[src/rtl/wishbone_slave_param_if.sv]
// Wishbone classic bus bundle between a master and the SD host slave.
// Only the bus handshake and data travel here; clock and reset stay plain ports.
interface wishbone_slave_param_if #(
    parameter int DATA_WIDTH = 128,
    parameter int ADR_WIDTH  = 5
);
    logic                  cyc_i;
    logic                  stb_i;
    logic                  we_i;
    logic [ADR_WIDTH-1:0]  adr_i;
    logic [DATA_WIDTH-1:0] wb_data_i;
    logic [DATA_WIDTH-1:0] wb_data_o;
    logic                  ack_o;
    logic                  err_o;

    modport slave (
        input  cyc_i, stb_i, we_i, adr_i, wb_data_i,
        output wb_data_o, ack_o, err_o
    );

    modport master (
        output cyc_i, stb_i, we_i, adr_i, wb_data_i,
        input  wb_data_o, ack_o, err_o
    );
endinterface

[src/rtl/wishbone_slave_param.sv]
// Wishbone classic slave in front of the SD host core.
// Decodes a register window plus CMD / FIFO_WR / FIFO_RD / DATA control addresses,
// issues one-cycle host strobes and finishes every transfer with exactly one ack or err.
// CMD and DATA writes hold the bus in WAIT until the matching done input, a timeout,
// or the master dropping cyc_i.
module wishbone_slave_param #(
    parameter int DATA_WIDTH = 128,
    parameter int ADR_WIDTH  = 5,
    parameter int NUM_REGS   = 16,
    parameter int TIMEOUT_W  = 16,
    parameter int TIMEOUT    = 1000
) (
    input  logic                  clock,
    input  logic                  reset,
    wishbone_slave_param_if.slave wb,
    input  logic [DATA_WIDTH-1:0] host_data_i,
    input  logic                  cmd_done_i,
    input  logic                  data_done_i,
    output logic [DATA_WIDTH-1:0] host_data_o,
    output logic [ADR_WIDTH-1:0]  reg_adr_o,
    output logic                  new_command,
    output logic                  new_data,
    output logic                  reg_read_en,
    output logic                  reg_write_en,
    output logic                  fifo_read_en,
    output logic                  fifo_write_en
);

    // Control addresses sit directly above the register window.
    localparam logic [ADR_WIDTH-1:0] A_CMD     = ADR_WIDTH'(NUM_REGS);
    localparam logic [ADR_WIDTH-1:0] A_FIFO_WR = ADR_WIDTH'(NUM_REGS + 1);
    localparam logic [ADR_WIDTH-1:0] A_FIFO_RD = ADR_WIDTH'(NUM_REGS + 2);
    localparam logic [ADR_WIDTH-1:0] A_DATA    = ADR_WIDTH'(NUM_REGS + 3);
    localparam logic [TIMEOUT_W-1:0] TMO_LIMIT = TIMEOUT_W'(TIMEOUT);

    typedef enum logic [1:0] {
        IDLE,
        RESP,
        WAIT
    } state_t;

    state_t                state_q, state_d;
    logic                  err_flag_q, err_flag_d;
    logic                  wait_data_q, wait_data_d;
    logic [TIMEOUT_W-1:0]  cnt_q, cnt_d;
    logic                  ack_q, ack_d;
    logic                  err_q, err_d;
    logic [DATA_WIDTH-1:0] rdata_q, rdata_d;
    logic [DATA_WIDTH-1:0] hout_q, hout_d;
    logic [ADR_WIDTH-1:0]  radr_q, radr_d;
    logic                  cmd_q, cmd_d;
    logic                  dat_q, dat_d;
    logic                  rrd_q, rrd_d;
    logic                  rwr_q, rwr_d;
    logic                  frd_q, frd_d;
    logic                  fwr_q, fwr_d;

    logic                  request;
    logic                  is_reg;
    logic                  done_sel;
    logic [TIMEOUT_W-1:0]  cnt_inc;

    assign request  = wb.cyc_i & wb.stb_i;
    assign is_reg   = (wb.adr_i < A_CMD);
    assign done_sel = wait_data_q ? data_done_i : cmd_done_i;
    assign cnt_inc  = cnt_q + TIMEOUT_W'(1);

    // Next-state and next-output decode; every output is registered so strobes and
    // ack/err are clean single-cycle pulses aligned to the clock.
    always_comb begin
        state_d     = state_q;
        err_flag_d  = err_flag_q;
        wait_data_d = wait_data_q;
        cnt_d       = cnt_q;
        ack_d       = 1'b0;
        err_d       = 1'b0;
        rdata_d     = rdata_q;
        hout_d      = hout_q;
        radr_d      = radr_q;
        cmd_d       = 1'b0;
        dat_d       = 1'b0;
        rrd_d       = 1'b0;
        rwr_d       = 1'b0;
        frd_d       = 1'b0;
        fwr_d       = 1'b0;

        case (state_q)
            IDLE: begin
                if (request) begin
                    err_flag_d = 1'b0;
                    cnt_d      = '0;
                    if (is_reg) begin
                        radr_d  = wb.adr_i;
                        state_d = RESP;
                        if (wb.we_i) begin
                            rwr_d  = 1'b1;
                            hout_d = wb.wb_data_i;
                        end else begin
                            rrd_d = 1'b1;
                        end
                    end else if (wb.adr_i == A_FIFO_WR && wb.we_i) begin
                        fwr_d   = 1'b1;
                        hout_d  = wb.wb_data_i;
                        state_d = RESP;
                    end else if (wb.adr_i == A_FIFO_RD && !wb.we_i) begin
                        frd_d   = 1'b1;
                        state_d = RESP;
                    end else if (wb.adr_i == A_CMD && wb.we_i) begin
                        cmd_d       = 1'b1;
                        hout_d      = wb.wb_data_i;
                        wait_data_d = 1'b0;
                        state_d     = WAIT;
                    end else if (wb.adr_i == A_DATA && wb.we_i) begin
                        dat_d       = 1'b1;
                        wait_data_d = 1'b1;
                        state_d     = WAIT;
                    end else begin
                        err_flag_d = 1'b1;
                        state_d    = RESP;
                    end
                end
            end

            RESP: begin
                // Host read data is valid while the read strobe is high, i.e. now.
                if (rrd_q || frd_q) begin
                    rdata_d = host_data_i;
                end
                ack_d   = !err_flag_q;
                err_d   = err_flag_q;
                state_d = IDLE;
            end

            WAIT: begin
                // Abort beats done, and done beats timeout.
                cnt_d = cnt_inc;
                if (!wb.cyc_i) begin
                    state_d = IDLE;
                end else if (done_sel) begin
                    ack_d   = 1'b1;
                    state_d = IDLE;
                end else if (TIMEOUT != 0 && cnt_inc == TMO_LIMIT) begin
                    err_d   = 1'b1;
                    state_d = IDLE;
                end
            end

            default: begin
                state_d = IDLE;
            end
        endcase
    end

    // State and output registers with synchronous reset.
    always_ff @(posedge clock) begin
        if (reset) begin
            state_q     <= IDLE;
            err_flag_q  <= 1'b0;
            wait_data_q <= 1'b0;
            cnt_q       <= '0;
            ack_q       <= 1'b0;
            err_q       <= 1'b0;
            rdata_q     <= '0;
            hout_q      <= '0;
            radr_q      <= '0;
            cmd_q       <= 1'b0;
            dat_q       <= 1'b0;
            rrd_q       <= 1'b0;
            rwr_q       <= 1'b0;
            frd_q       <= 1'b0;
            fwr_q       <= 1'b0;
        end else begin
            state_q     <= state_d;
            err_flag_q  <= err_flag_d;
            wait_data_q <= wait_data_d;
            cnt_q       <= cnt_d;
            ack_q       <= ack_d;
            err_q       <= err_d;
            rdata_q     <= rdata_d;
            hout_q      <= hout_d;
            radr_q      <= radr_d;
            cmd_q       <= cmd_d;
            dat_q       <= dat_d;
            rrd_q       <= rrd_d;
            rwr_q       <= rwr_d;
            frd_q       <= frd_d;
            fwr_q       <= fwr_d;
        end
    end

    assign wb.ack_o      = ack_q;
    assign wb.err_o      = err_q;
    assign wb.wb_data_o  = rdata_q;
    assign host_data_o   = hout_q;
    assign reg_adr_o     = radr_q;
    assign new_command   = cmd_q;
    assign new_data      = dat_q;
    assign reg_read_en   = rrd_q;
    assign reg_write_en  = rwr_q;
    assign fifo_read_en  = frd_q;
    assign fifo_write_en = fwr_q;

endmodule

[src/flat_wrapper.sv]
// flat-port wrapper written by rule: the top's interface ports become plain ports
module wishbone_slave_param_flat 
#(
    parameter int DATA_WIDTH = 128,
    parameter int ADR_WIDTH  = 5,
    parameter int NUM_REGS   = 16,
    parameter int TIMEOUT_W  = 16,
    parameter int TIMEOUT    = 1000
)
  (clock, reset, host_data_i, cmd_done_i, data_done_i, host_data_o, reg_adr_o, new_command, new_data, reg_read_en, reg_write_en, fifo_read_en, fifo_write_en, wb_cyc_i, wb_stb_i, wb_we_i, wb_adr_i, wb_wb_data_i, wb_wb_data_o, wb_ack_o, wb_err_o);
  wishbone_slave_param_if #(.DATA_WIDTH(DATA_WIDTH), .ADR_WIDTH(ADR_WIDTH)) wb_i ();
  input  logic clock;
  input  logic reset;
  input  logic [DATA_WIDTH-1:0] host_data_i;
  input  logic cmd_done_i;
  input  logic data_done_i;
  output logic [DATA_WIDTH-1:0] host_data_o;
  output logic [ADR_WIDTH-1:0] reg_adr_o;
  output logic new_command;
  output logic new_data;
  output logic reg_read_en;
  output logic reg_write_en;
  output logic fifo_read_en;
  output logic fifo_write_en;
  input wire logic [$bits(wb_i.cyc_i)-1:0] wb_cyc_i;
  input wire logic [$bits(wb_i.stb_i)-1:0] wb_stb_i;
  input wire logic [$bits(wb_i.we_i)-1:0] wb_we_i;
  input wire logic [$bits(wb_i.adr_i)-1:0] wb_adr_i;
  input wire logic [$bits(wb_i.wb_data_i)-1:0] wb_wb_data_i;
  output wire logic [$bits(wb_i.wb_data_o)-1:0] wb_wb_data_o;
  output wire logic [$bits(wb_i.ack_o)-1:0] wb_ack_o;
  output wire logic [$bits(wb_i.err_o)-1:0] wb_err_o;
  assign wb_i.cyc_i = wb_cyc_i;
  assign wb_i.stb_i = wb_stb_i;
  assign wb_i.we_i = wb_we_i;
  assign wb_i.adr_i = wb_adr_i;
  assign wb_i.wb_data_i = wb_wb_data_i;
  assign wb_wb_data_o = wb_i.wb_data_o;
  assign wb_ack_o = wb_i.ack_o;
  assign wb_err_o = wb_i.err_o;
  wishbone_slave_param #(.DATA_WIDTH(DATA_WIDTH), .ADR_WIDTH(ADR_WIDTH), .NUM_REGS(NUM_REGS), .TIMEOUT_W(TIMEOUT_W), .TIMEOUT(TIMEOUT)) u_core (.clock(clock), .reset(reset), .wb(wb_i), .host_data_i(host_data_i), .cmd_done_i(cmd_done_i), .data_done_i(data_done_i), .host_data_o(host_data_o), .reg_adr_o(reg_adr_o), .new_command(new_command), .new_data(new_data), .reg_read_en(reg_read_en), .reg_write_en(reg_write_en), .fifo_read_en(fifo_read_en), .fifo_write_en(fifo_write_en));
endmodule
[config.mk]
export PLATFORM = sky130hd
export DESIGN_NAME = wishbone_slave_param_flat
export DESIGN_NICKNAME = d
export VERILOG_FILES = /design/src/rtl/wishbone_slave_param_if.sv /design/src/rtl/wishbone_slave_param.sv /design/src/flat_wrapper.sv
export SDC_FILE = /design/constraint.sdc
export NUM_CORES = 1
export LEC_CHECK = 0
export ABC_AREA = 1
export BUFFER_PORTS_ARGS = -buffer_cell sky130_fd_sc_hd__buf_2
export CAP_MARGIN = 20
export CORE_AREA = 3 3 209 211
export DETAILED_ROUTE_END_ITERATION = 10
export DIE_AREA = 0 0 212 214
export MAX_ROUTING_LAYER = met4
export SETUP_SLACK_MARGIN = 0.2
export SYNTH_ARGS = -nofsm -noshare
export SYNTH_HDL_FRONTEND = slang
export SYNTH_SLANG_ARGS = --single-unit
[constraint.sdc]
create_clock -name clock -period 1.78 [get_ports clock]
set_input_delay 0.178 -clock clock [delete_from_list [all_inputs] [get_ports clock]]
set_output_delay 0.178 -clock clock [all_outputs]
set_load 0.05 [all_outputs]
Word level (Yosys, flattened, before mapping)
Cells that the tools add are included.
- $add $sub $neg: 1
- $lt $le $gt $ge: 1
- equality and inequality tests: 11
- multiplexer cells: 38
- bitwise gates (word level): 6
- reduce and logical (&&, ||, !) cells: 23
- operator list (cell ; number):
    128-bit two-way mux ; 5
    16-bit case mux with 2 select lines ; 1
    5-bit == test (second input constant) ; 4
    1-bit two-way mux ; 19
    2-bit two-way mux ; 9
    16-bit by 1-bit adder with 16-bit output (second input constant) ; 1
    16-bit by 10-bit == test with 1-bit output (second input constant) ; 1
    16-bit two-way mux ; 1
    2-bit AND reduction ; 4
    4-bit OR reduction ; 2
    7-bit OR reduction ; 1
    6-bit AND reduction ; 1
    6-bit OR reduction ; 1
    5-bit < comparator (second input constant) ; 1
    1-bit inverter ; 5
    5-bit AND reduction ; 1
    5-bit OR reduction ; 1
    1-bit logical AND ; 4
    4-bit by 2-bit != test with 1-bit output (second input constant) ; 1
    1-bit case mux with 2 select lines ; 2
    2-bit case mux with 2 select lines ; 1
    2-bit nonzero test ; 2
    3-bit by 1-bit != test with 1-bit output (second input constant) ; 1
    3-bit AND reduction ; 1
    9 further kinds ; 10
- register bits: 289
- input bits: 268
- output and inout bits: 269
- logic and storage cells: 95

Logic depth before layout (Yosys ltp)
- depth after elaboration: 9
- gate-level depth with buffers: 14
- gate-level depth less buffers: 14

Least setup slack after synthesis
No wires, ideal clock.
- kind: register -> register
- from: register u_core.frd_q, in the netlist u_core.fifo_read_en
- to: register u_core.rdata_q[120], in the netlist u_core.wb.wb_data_o[120]
- setup time: 65 ps
- arrival time: 1634 ps
- required time: 1715 ps
- slack: 81 ps
- stages on the path, launching flop included: 7
- path buffers: 2
- period minus slack after synthesis: 1699 ps
- cell sequence: dfxtp_1 -> o21ai_0 -> inv_1 -> clkbuf_1 -> clkbuf_1 -> nor2_1 -> nor2_1
- longest elaborated chain between the ends: 2
- ends and longest elaborated chain (element ; RTL line ; text):
    from (decl) ; wishbone_slave_param.sv:55 ; logic frd_q, frd_d;
    from (signal assigned) ; wishbone_slave_param.sv:186 ; frd_q <= frd_d;
    1-bit logical OR ; wishbone_slave_param.sv:126 ; if (rrd_q || frd_q) begin
    2-bit AND reduction (no source line) ; n/a ;
    to (signal assigned) ; wishbone_slave_param.sv:179 ; rdata_q <= rdata_d;
    to (decl) ; wishbone_slave_param.sv:48 ; logic [DATA_WIDTH-1:0] rdata_q, rdata_d;
No other way between the ends.
A chain may end at the register's enable or synchronous reset.

Worst setup path in the final report
- from: register u_core.state_q[1]
- to: register u_core.hout_q[119], in the netlist u_core.host_data_o[119]
- longest elaborated chain between the ends: 2
- ends and longest elaborated chain (element ; RTL line ; text):
    from (decl) ; wishbone_slave_param.sv:42 ; state_t state_q, state_d;
    from (signal assigned) ; wishbone_slave_param.sv:173 ; state_q <= state_d;
    2-bit logical NOT ; wishbone_slave_param.sv:87 ; case (state_q)
    5-bit AND reduction (no source line) ; n/a ;
    to (signal assigned) ; wishbone_slave_param.sv:180 ; hout_q <= hout_d;
    to (decl) ; wishbone_slave_param.sv:49 ; logic [DATA_WIDTH-1:0] hout_q, hout_d;
No other way between the ends.

==> impl_metrics.json <==
{
  "outcome": "complete, but fails checks",
  "violations": "setup timing",
  "start_kind": "flop",
  "fillers": 3669,
  "rr_startpoint": "u_core.state_q[1]$_SDFFE_PP0P_",
  "max_stage_delay_ns": 0.33,
  "drtPass1Iterations": 5,
  "r2r_cells": 11,
  "cp-endpoint": "u_core.host_data_o[119]$_SDFFE_PP0P_",
  "grt_usage_pct": 17.8,
  "core_area_um2": 41900,
  "worstPathRequired_ns": 2.21,
  "pre_cts_ws_ns": -0.0267,
  "final_cell_area_um2": 20100,
  "p_leak_nw": 8.99,
  "final_common_cell": "buf_2",
  "finalHoldViolCount": 0,
  "die_h_um": 214,
  "htreeDepth": 2,
  "path_cells": "inv_2 > ha_4 > inv_2 > nor2_4 > o2111ai_4 > buf_12 > buf_16 > buf_16 > buf_4 > o21ai_4 > a21oi_2",
  "rsz0062_at_grt": "true",
  "yosys_register_bits": 289,
  "syn_nets": 1652,
  "syn_avg_cell_area_um2": 7.76,
  "path_max_fanout": 8,
  "tns_ns": -1.52,
  "clkSinkCount": 289,
  "syn_inst": 1380,
  "dp_cells": 2422,
  "drt_iter0_markers": 958,
  "cts.clk_slew.worst_paths_ns": 0.06,
  "yosysSeqAreaShare_pct": 54.0,
  "whs_ns": 0.00641,
  "crit_type": "flop to flop",
  "vias": 13212,
  "clk_path_buf_depth": 3,
  "cpMaxStageDelayCell": "dfxtp_2",
  "reg2reg_to": "u_core.host_data_o[119]$_SDFFE_PP0P_",
  "dpl.hpwl_um": 27000,
  "num_rows": 75,
  "cp_num_cells": 11,
  "start_util_pct": 25.5,
  "final.setup.worst_slack_ns": -0.101,
  "antenna_left": 0,
  "fp.dieW_um": 212,
  "power.density_nw_per_um2": 825,
  "ff2ff_setup_slack_ns": -0.10,
  "drive_gt1_share_pct": 41.0,
  "place_congestion": 0.831,
  "yosys_warnings": 0,
  "synth_cell_type_count": 28,
  "power_mw": 16.6,
  "fmax_mhz": 532,
  "peakVddDrop_mv": 0.656,
  "drv_cap": 0,
  "grt.overflow.total": 0,
  "fin_cells": 2823,
  "die_area_um2": 45400,
  "nets": 2528,
  "worst-path-buf-inv": 6,
  "worstPathArrival_ns": 2.31,
  "synth_area_um2": 10700,
  "cts_buffers": 34,
  "cts-root-buf": "clkbuf_16",
  "placed_area_um2": 14200,
  "wl_per_cell_um": 18.1,
  "grt_antenna_before_repair": 2,
  "area_growth_pct": 88.2,
  "ios": 537,
  "end_kind": "flop",
  "slew_violations": 0,
  "grt_max_degree": 76,
  "period_minus_slack_ns": 1.88,
  "post-route-util_pct": 48.0,
  "crit_family": "buffers and inverters",
  "grt_pass1_wl_um": 63700,
  "max_slew_margin_pct": 63.1,
  "drt_wl_total_um": 51100,
  "fin_skew_ns": 0.00924,
  "clk_latency_ns": 0.54,
  "tightest_slew_ns": 0.554,
  "cts_tree": "done",
  "grt_pass1_vias": 12416,
  "crit_start": "u_core.state_q[1]$_SDFFE_PP0P_",
  "avgViaCountPerCell": 4.68,
  "final_cell_mix": "536 x buf_2, 281 x dfxtp_1, 272 x nor2_1",
  "fin_crit_sh_pct": 106,
  "portBuffers": 536,
  "drc": 0,
  "setup_violations": 31,
  "hold_path_class": "input port to flop"
}
[sequential cells by signal (all words and copies together) (netlist names), 2 cells and up]
name                 flops
u_core.wb.wb_data_o    128
u_core.state_q           2
u_core.reg_adr_o         5
u_core.host_data_o     128
u_core.cnt_q            16
[cells in the mapped netlist, drive strengths merged]
master	count	share of area, %
nand2	82	3.0
nor2	297	11
buf	29	2.0
xnor2	1	0.082
nand4	9	0.53
dfxtp	289	54
o21bai	3	0.21
nor4	1	0.20
o21ai	266	12
nor3	2	0.094
xor2	1	0.082
a32oi	1	0.082
inv	165	5.8
ha	4	0.47
clkbuf	60	2.1
nand3	19	0.94
a21oi	150	7.1
o2111ai	1	0.14
[worst min path at each step]
stage / start / endpoint / slack [ns] / cells past startpoint
2_1_floorplan: wb_adr_i[4] / u_core.reg_write_en$_SDFF_PP0_ / 0.26 / 1
3_3_place_gp: host_data_i[121] / u_core.wb.wb_data_o[121]$_SDFFE_PP0P_ / 0.41 / 3
3_5_place_dp: host_data_i[122] / u_core.wb.wb_data_o[122]$_SDFFE_PP0P_ / 0.42 / 3
4_1_cts: cmd_done_i / u_core.wb.ack_o$_SDFF_PP0_ / 0.003 / 5
5_1_grt: wb_adr_i[1] / u_core.new_data$_SDFF_PP0_ / 0.006 / 3
6_report: wb_adr_i[1] / u_core.new_data$_SDFF_PP0_ / 0.006 / 3
[worst reg2reg max path, delay by kind of cell, from the launching register on]
kind	cells	cell delay (ns)
compound gates	3	0.38
fa+ha+maj	1	0.14
flops	1	0.33
buf+inv	6	0.76
simple gates	1	0.17
[layer usage]
layer | up-vias | share of wire, % | GRT usage, %
met3 | 197 | 7.5 | 4.66
met1 | 6103 | 37 | 18.8
met4 | 0 | 5.6 | 10.1
met5 | - | 0 | -
met2 | 719 | 50 | 30.2
li1 | 6193 | - | -
[cell type report]
cell class | count | area (um^2) | share of cell area (%)
tap | 539 | 674 | 3.35
clock inverter | 15 | 143 | 0.708
clock buffer | 47 | 1030 | 5.13
inverter | 165 | 632 | 3.14
timing repair inverter | 3 | 18.8 | 0.0932
sequential | 289 | 5800 | 28.8
antenna | 2 | 5.00 | 0.0248
multi-input combinational | 838 | 4620 | 22.9
timing repair buffer | 925 | 7230 | 35.9
[kinds of logic after synthesis]
kind of cell,after synthesis,synth area share (%)
compound gates,421,20.0
simple gates,410,15.4
flops,289,54.0
buf+inv,254,9.93
fa+ha+maj,4,0.468
xor+xnor,2,0.164
[timing repair]
| item | in CTS | in global routing |
|---|---|---|
| setup endpoints to repair | 153 | 280 |
| gates cloned | 1 | 44 |
| hold buffers | 263 | 3 |
| setup buffers | 7 | 21 |
| hold endpoints to repair | 265 | 3 |
| gates resized for setup | 14 | 350 |
| pin swaps | 14 | 28 |
[report_power, final]
part	leakage, nW	switching [mW]	internal (mW)	total [mW]
Combinational	6.07	1.47	1.11	2.58
Sequential	2.34	0.0977	6.64	6.74
Clock	0.575	2.92	4.38	7.29
No activity file was read; power rests on OpenSTA's default activity.
